## src/rtl/imm_ext_pipe.sv

```systemverilog
// Immediate-extension stage with a two-entry skid buffer between decode and execute.
// Optional macro IMM_BRANCH_SHIFT_EN turns mode 11 into a sign-extended, <<2 branch offset.
module imm_ext_pipe #(
    parameter int IN_W  = 16,
    parameter int OUT_W = 32,
    parameter int TAG_W = 5
) (
    input  logic             clk,
    input  logic             rst_n,
    input  logic             flush,
    input  logic             in_valid,
    output logic             in_ready,
    input  logic [IN_W-1:0]  in_imm,
    input  logic [1:0]       in_mode,
    input  logic [TAG_W-1:0] in_tag,
    output logic             out_valid,
    input  logic             out_ready,
    output logic [OUT_W-1:0] out_imm,
    output logic [TAG_W-1:0] out_tag
);
    localparam int PAD_W = OUT_W - IN_W;

    logic [OUT_W-1:0] zext_w;
    logic [OUT_W-1:0] sext_w;
    logic [OUT_W-1:0] ext_w;

    always_comb begin
        zext_w = {{PAD_W{1'b0}}, in_imm};
        sext_w = {{PAD_W{in_imm[IN_W-1]}}, in_imm};
        case (in_mode)
            2'b00:   ext_w = zext_w;
            2'b01:   ext_w = sext_w;
            2'b10:   ext_w = {in_imm, {PAD_W{1'b0}}};
`ifdef IMM_BRANCH_SHIFT_EN
            default: ext_w = {sext_w[OUT_W-3:0], 2'b00};
`else
            default: ext_w = sext_w;
`endif
        endcase
    end

    logic             main_valid_reg, main_valid_next;
    logic [OUT_W-1:0] main_imm_reg,   main_imm_next;
    logic [TAG_W-1:0] main_tag_reg,   main_tag_next;
    logic             skid_valid_reg, skid_valid_next;
    logic [OUT_W-1:0] skid_imm_reg,   skid_imm_next;
    logic [TAG_W-1:0] skid_tag_reg,   skid_tag_next;
    logic             in_ready_reg;
    logic             in_fire;
    logic             out_fire;

    assign in_fire  = in_valid & in_ready_reg;
    assign out_fire = main_valid_reg & out_ready;

    always_comb begin
        main_valid_next = main_valid_reg;
        main_imm_next   = main_imm_reg;
        main_tag_next   = main_tag_reg;
        skid_valid_next = skid_valid_reg;
        skid_imm_next   = skid_imm_reg;
        skid_tag_next   = skid_tag_reg;
        if (flush) begin
            // Data registers keep their contents; only the valid bits are dropped.
            main_valid_next = 1'b0;
            skid_valid_next = 1'b0;
        end else if (out_fire || !main_valid_reg) begin
            if (skid_valid_reg) begin
                main_valid_next = 1'b1;
                main_imm_next   = skid_imm_reg;
                main_tag_next   = skid_tag_reg;
                skid_valid_next = in_fire;
                if (in_fire) begin
                    skid_imm_next = ext_w;
                    skid_tag_next = in_tag;
                end
            end else begin
                main_valid_next = in_fire;
                if (in_fire) begin
                    main_imm_next = ext_w;
                    main_tag_next = in_tag;
                end
            end
        end else if (in_fire) begin
            skid_valid_next = 1'b1;
            skid_imm_next   = ext_w;
            skid_tag_next   = in_tag;
        end
    end

    always_ff @(posedge clk) begin
        if (!rst_n) begin
            main_valid_reg <= 1'b0;
            main_imm_reg   <= '0;
            main_tag_reg   <= '0;
            skid_valid_reg <= 1'b0;
            skid_imm_reg   <= '0;
            skid_tag_reg   <= '0;
            in_ready_reg   <= 1'b0;
        end else begin
            main_valid_reg <= main_valid_next;
            main_imm_reg   <= main_imm_next;
            main_tag_reg   <= main_tag_next;
            skid_valid_reg <= skid_valid_next;
            skid_imm_reg   <= skid_imm_next;
            skid_tag_reg   <= skid_tag_next;
            // Ready looks one entry ahead so no path runs from out_ready to in_ready.
            in_ready_reg   <= !skid_valid_next;
        end
    end

    assign in_ready  = in_ready_reg;
    assign out_valid = main_valid_reg;
    assign out_imm   = main_imm_reg;
    assign out_tag   = main_tag_reg;
endmodule

```

## config.mk

```make
export PLATFORM = sky130hd
export DESIGN_NAME = imm_ext_pipe
export DESIGN_NICKNAME = d
export VERILOG_FILES = /design/src/rtl/imm_ext_pipe.sv
export SDC_FILE = /design/constraint.sdc
export NUM_CORES = 1
export LEC_CHECK = 0
export CAP_MARGIN = 20
export CORE_MARGIN = 2
export CORE_UTILIZATION = 51
export DETAILED_ROUTE_END_ITERATION = 16
export PLACE_DENSITY = 0.79
export SYNTH_ARGS = -nofsm -noshare
export SYNTH_HDL_FRONTEND = slang
export SYNTH_SLANG_ARGS = --single-unit
```

## constraint.sdc

```tcl
create_clock -name clk -period 1.69 [get_ports clk]
set_input_delay 0.338 -clock clk [delete_from_list [all_inputs] [get_ports clk]]
set_output_delay 0.338 -clock clk [all_outputs]
set_load 0.01 [all_outputs]
```

==> impl_summary.log <==
[metrics] topmost layer with routed signal wires: met4
[metrics] Synth Warn #: 0
[metrics] most instantiated flip-flop cell in the synthesis netlist: sky130_fd_sc_hd__dfxtp_1
[metrics] dpl hpwl: between 4 and 5 mm
[metrics] core area: ~6300 sq um
[metrics] Gates resized, CTS repair: 0
[metrics] CTS Root Buffer Type: sky130_fd_sc_hd__clkbuf_8
[metrics] routed metal-1 wire length: around 3.7 mm
[metrics] Max IR drop VDD: approximately 0.53 mV
[metrics] wire length per cell after detailed routing: 15.3 microns
[metrics] count of port buffers added during placement: 66
[metrics] unrepaired setup endpoints after global routing: no
[metrics] status: completed
[metrics] total met3 wirelength after detailed routing: roughly 360 microns
[metrics] clock sink count: 77
[metrics] number of buffers inserted by post-CTS setup repair: 0
[metrics] time the final worst path needs with I/O delays and setup: 1.61 ns
[metrics] drt total wl: slightly below 8 mm
[metrics] final critical-path share of the clock period: 0.953
[metrics] Cell Count Post-Placement: 489
[metrics] post-detailed-route DRC marker count: 0
[metrics] xor/xnor cell area share of the yosys netlist: 0
[metrics] complex-gate fraction of the synthesized area: 0.266
[metrics] endpoints failing setup: 0
[metrics] WHS Path Cells: 2
[metrics] count of mapped cells out of synthesis: 364
[metrics] power density relative to cell area: roughly 900 nW/um^2
[metrics] P&R area growth vs syn: 30.0%
[metrics] hold violation total from the final report: 0
[metrics] Met2 Wirelength: between 3 and 4 mm
[metrics] Worst Skew: 0.00873 ns
[metrics] Post-Synth Adder-Cell Area: 0.00300
[metrics] fin worst setup slack: approximately 0.079 ns
[metrics] peak clock frequency supported by timing: 621 MHz
[metrics] routed vias: a little under 3,000
[metrics] Final Non-Filler Cells: roughly 510
[metrics] fraction of final layout cells with drive strength greater than 1: 0.0935
[metrics] worst slew margin relative to its limit: 0.775
[metrics] highest net fanout along the worst path: 20
[metrics] worst path arrival time: 1.84 ns
[metrics] multiplexer share of the synthesized area: 0.0811
[metrics] Clock Pin Slew Worst Setup and Hold Paths: roughly 0.080 ns
[metrics] synthesized flop and latch total: slightly below 80
[metrics] critical path class: input port to register
[metrics] share of the synthesized area in the top cell type: 0.462
[metrics] number of antenna violations at the first check in global routing: 0
[metrics] floorplan row count: 29
[metrics] Leakage: between 0.0015 and 0.002 uW
[metrics] R2R Path Start: out_valid
[metrics] max-cap check violation count: 0
[metrics] Avg Inst Size Synth: ~9 sq um
[metrics] worst setup timing slack at the placement stage: -0.259 ns
[metrics] category of the worst setup path launch point: input port
[metrics] area of the mapped netlist: roughly 3300 sq um
[metrics] Bufs on Longest Clock Path: 2
[metrics] n_diodes: 0
[metrics] latest clock arrival within the worst-skew pair: between 0.3 and 0.4 ns
[metrics] net count after synthesis: approximately 390
[metrics] Yosys cell types: 24
[metrics] vias per cell: ~5.7
[metrics] Worst setup EP type: register
[metrics] routability congestion estimate: about 0.80
[metrics] end-of-flow core utilization: 0.683
[metrics] Hold Path End: out_imm[28]
[metrics] count of TritonRoute iterations in the first routing pass: 4
[metrics] FF-to-FF End: skid_imm_reg[12]
[metrics] most used standard cell by instance count after synthesis: sky130_fd_sc_hd__dfxtp_1
[metrics] largest net degree at the start of global routing: 93
[metrics] total grt overflow: 0
[metrics] Boundary Pins: 67
[metrics] reg2reg path depth: 5
[metrics] ranking of synthesized cells by instance count: sky130_fd_sc_hd__dfxtp_1, sky130_fd_sc_hd__a21oi_1, sky130_fd_sc_hd__nor2b_1, sky130_fd_sc_hd__nand2_1, sky130_fd_sc_hd__mux2i_1
[metrics] actual transition at the worst max-transition pin: 0.338 ns
[metrics] initial cell density of the core: 0.525
[metrics] horizontal die dimension: ~85 microns
[metrics] antenna-violating nets left: 0
[metrics] area enclosed by the die boundary: ~7200 sq um
[metrics] H-tree levels: 3
[metrics] TritonCTS buffer count: 9
[metrics] ranking of synthesized cells by area: sky130_fd_sc_hd__dfxtp_1, sky130_fd_sc_hd__mux2i_1, sky130_fd_sc_hd__a21oi_1
[metrics] Post-synth EDFFs: 0
[metrics] share of the yosys chip area belonging to registers: 0.462
[metrics] number of global-route vias before repair: 2,680
[metrics] Chip Height: 84.9 microns
[metrics] layout net count: ~450
[metrics] clock tree from TritonCTS: yes
[metrics] hold buffer count at cts: 0
[metrics] combinational family with the most area after synthesis: compound AO/OA/AOI/OAI gates
[metrics] post-synthesis cell type with the largest combined area: sky130_fd_sc_hd__dfxtp_1
[metrics] combined global-route utilization of all metal layers: 0.220
[metrics] Worst Hold Launch: out_imm[28]
[metrics] data required time at the worst endpoint: about 1.9 ns
[metrics] reg-to-reg slack, setup: roughly 0.21 ns
[metrics] final hold slack: 0.470 ns
[metrics] worst hold path type: register to register
[metrics] fraction of registers with async set/reset: 0
[metrics] area fraction in and, or, nand and nor cells after synthesis: 0.131
[metrics] Max Transition Viols Final: 0
[metrics] global-route wire length before repair: ~13 mm
[metrics] first-iteration detailed-routing DRC count: roughly 200
-- worst max-delay path: stages --
cell	delay [ns]
sky130_fd_sc_hd__clkdlybuf4s50_1	0.39
sky130_fd_sc_hd__nand2b_1	0.22
sky130_fd_sc_hd__a211oi_4	0.33
sky130_fd_sc_hd__buf_12	0.24
sky130_fd_sc_hd__mux2i_1	0.24
sky130_fd_sc_hd__nor2b_1	0.07
-- final cells by class --
class                   count  area (sq um)
repair buffers             85           848
flip-flops and latches     77          1540
multi-input cells         248          1620
clock buffers              12           155
fillers                   481          2010
clock inverters             4          70.1
inverters                   2          7.51
well taps                  77          96.3
-- metrics by stage --
stage               area [sq um]  power, uW  TNS [ns]
floorplan                   3330       2130         0
global placement            4100       2350    -13.94
detailed placement          4100       2350    -15.74
CTS                         4330       3890         0
global route                4340       4000         0
finish                      4340       3860         0
-- logic make-up (layout without fill, tap and decap cells) --
group | Yosys count | in the layout
adder cells (fa/ha/maj) | 1 | 1
buffers and inverters | 39 | 103
multiplexers | 27 | 27
AND/OR/NAND/NOR | 85 | 85
flip-flops | 77 | 77
AO/OA/AOI/OAI | 135 | 135
-- where the power goes --
group / switching, uW / leakage (uW) / total (uW) / internal, uW
Combinational: 214 / 0.000978 / 439 / 225
Clock: 633 / 0.000116 / 1540 / 908
Sequential: 22.9 / 0.000624 / 1880 / 1860
-- routing by layer --
metal | GRT usage | vias up
met3 | 0.0302 | 13
met5 | 0 | -
li1 | - | 1414
met4 | 0.105 | 0
met2 | 0.334 | 86
met1 | 0.311 | 1378
-- placed cells by master (no fill, tap or decap), types with 2 or more instances in the layout --
cell type	count
sky130_fd_sc_hd__clkbuf_8	11
sky130_fd_sc_hd__nor2b_1	38
sky130_fd_sc_hd__o21ai_0	18
sky130_fd_sc_hd__buf_4	15
sky130_fd_sc_hd__mux2i_1	27
sky130_fd_sc_hd__clkdlybuf4s50_1	65
sky130_fd_sc_hd__o211ai_1	15
sky130_fd_sc_hd__clkinv_2	2
sky130_fd_sc_hd__a21oi_1	50
sky130_fd_sc_hd__bufinv_16	2
sky130_fd_sc_hd__dfxtp_1	77
sky130_fd_sc_hd__a22oi_1	16
sky130_fd_sc_hd__nand2b_1	2
sky130_fd_sc_hd__o22ai_1	15
sky130_fd_sc_hd__o211a_1	20
sky130_fd_sc_hd__nand2_1	36
sky130_fd_sc_hd__nor2_1	3
sky130_fd_sc_hd__buf_12	4
sky130_fd_sc_hd__and2_1	3
-- worst max path at each step --
stage               cells after the start        from                to
floorplan                               6   out_ready  skid_imm_reg[23]
global placement                        6   out_ready   skid_tag_reg[2]
detailed placement                      6   out_ready       out_imm[31]
CTS                                     1  out_imm[6]        out_imm[6]
global route                            6   out_ready       out_imm[25]
finish                                  6   out_ready  skid_imm_reg[12]
Note: power is estimated with default switching activity, not from simulation.
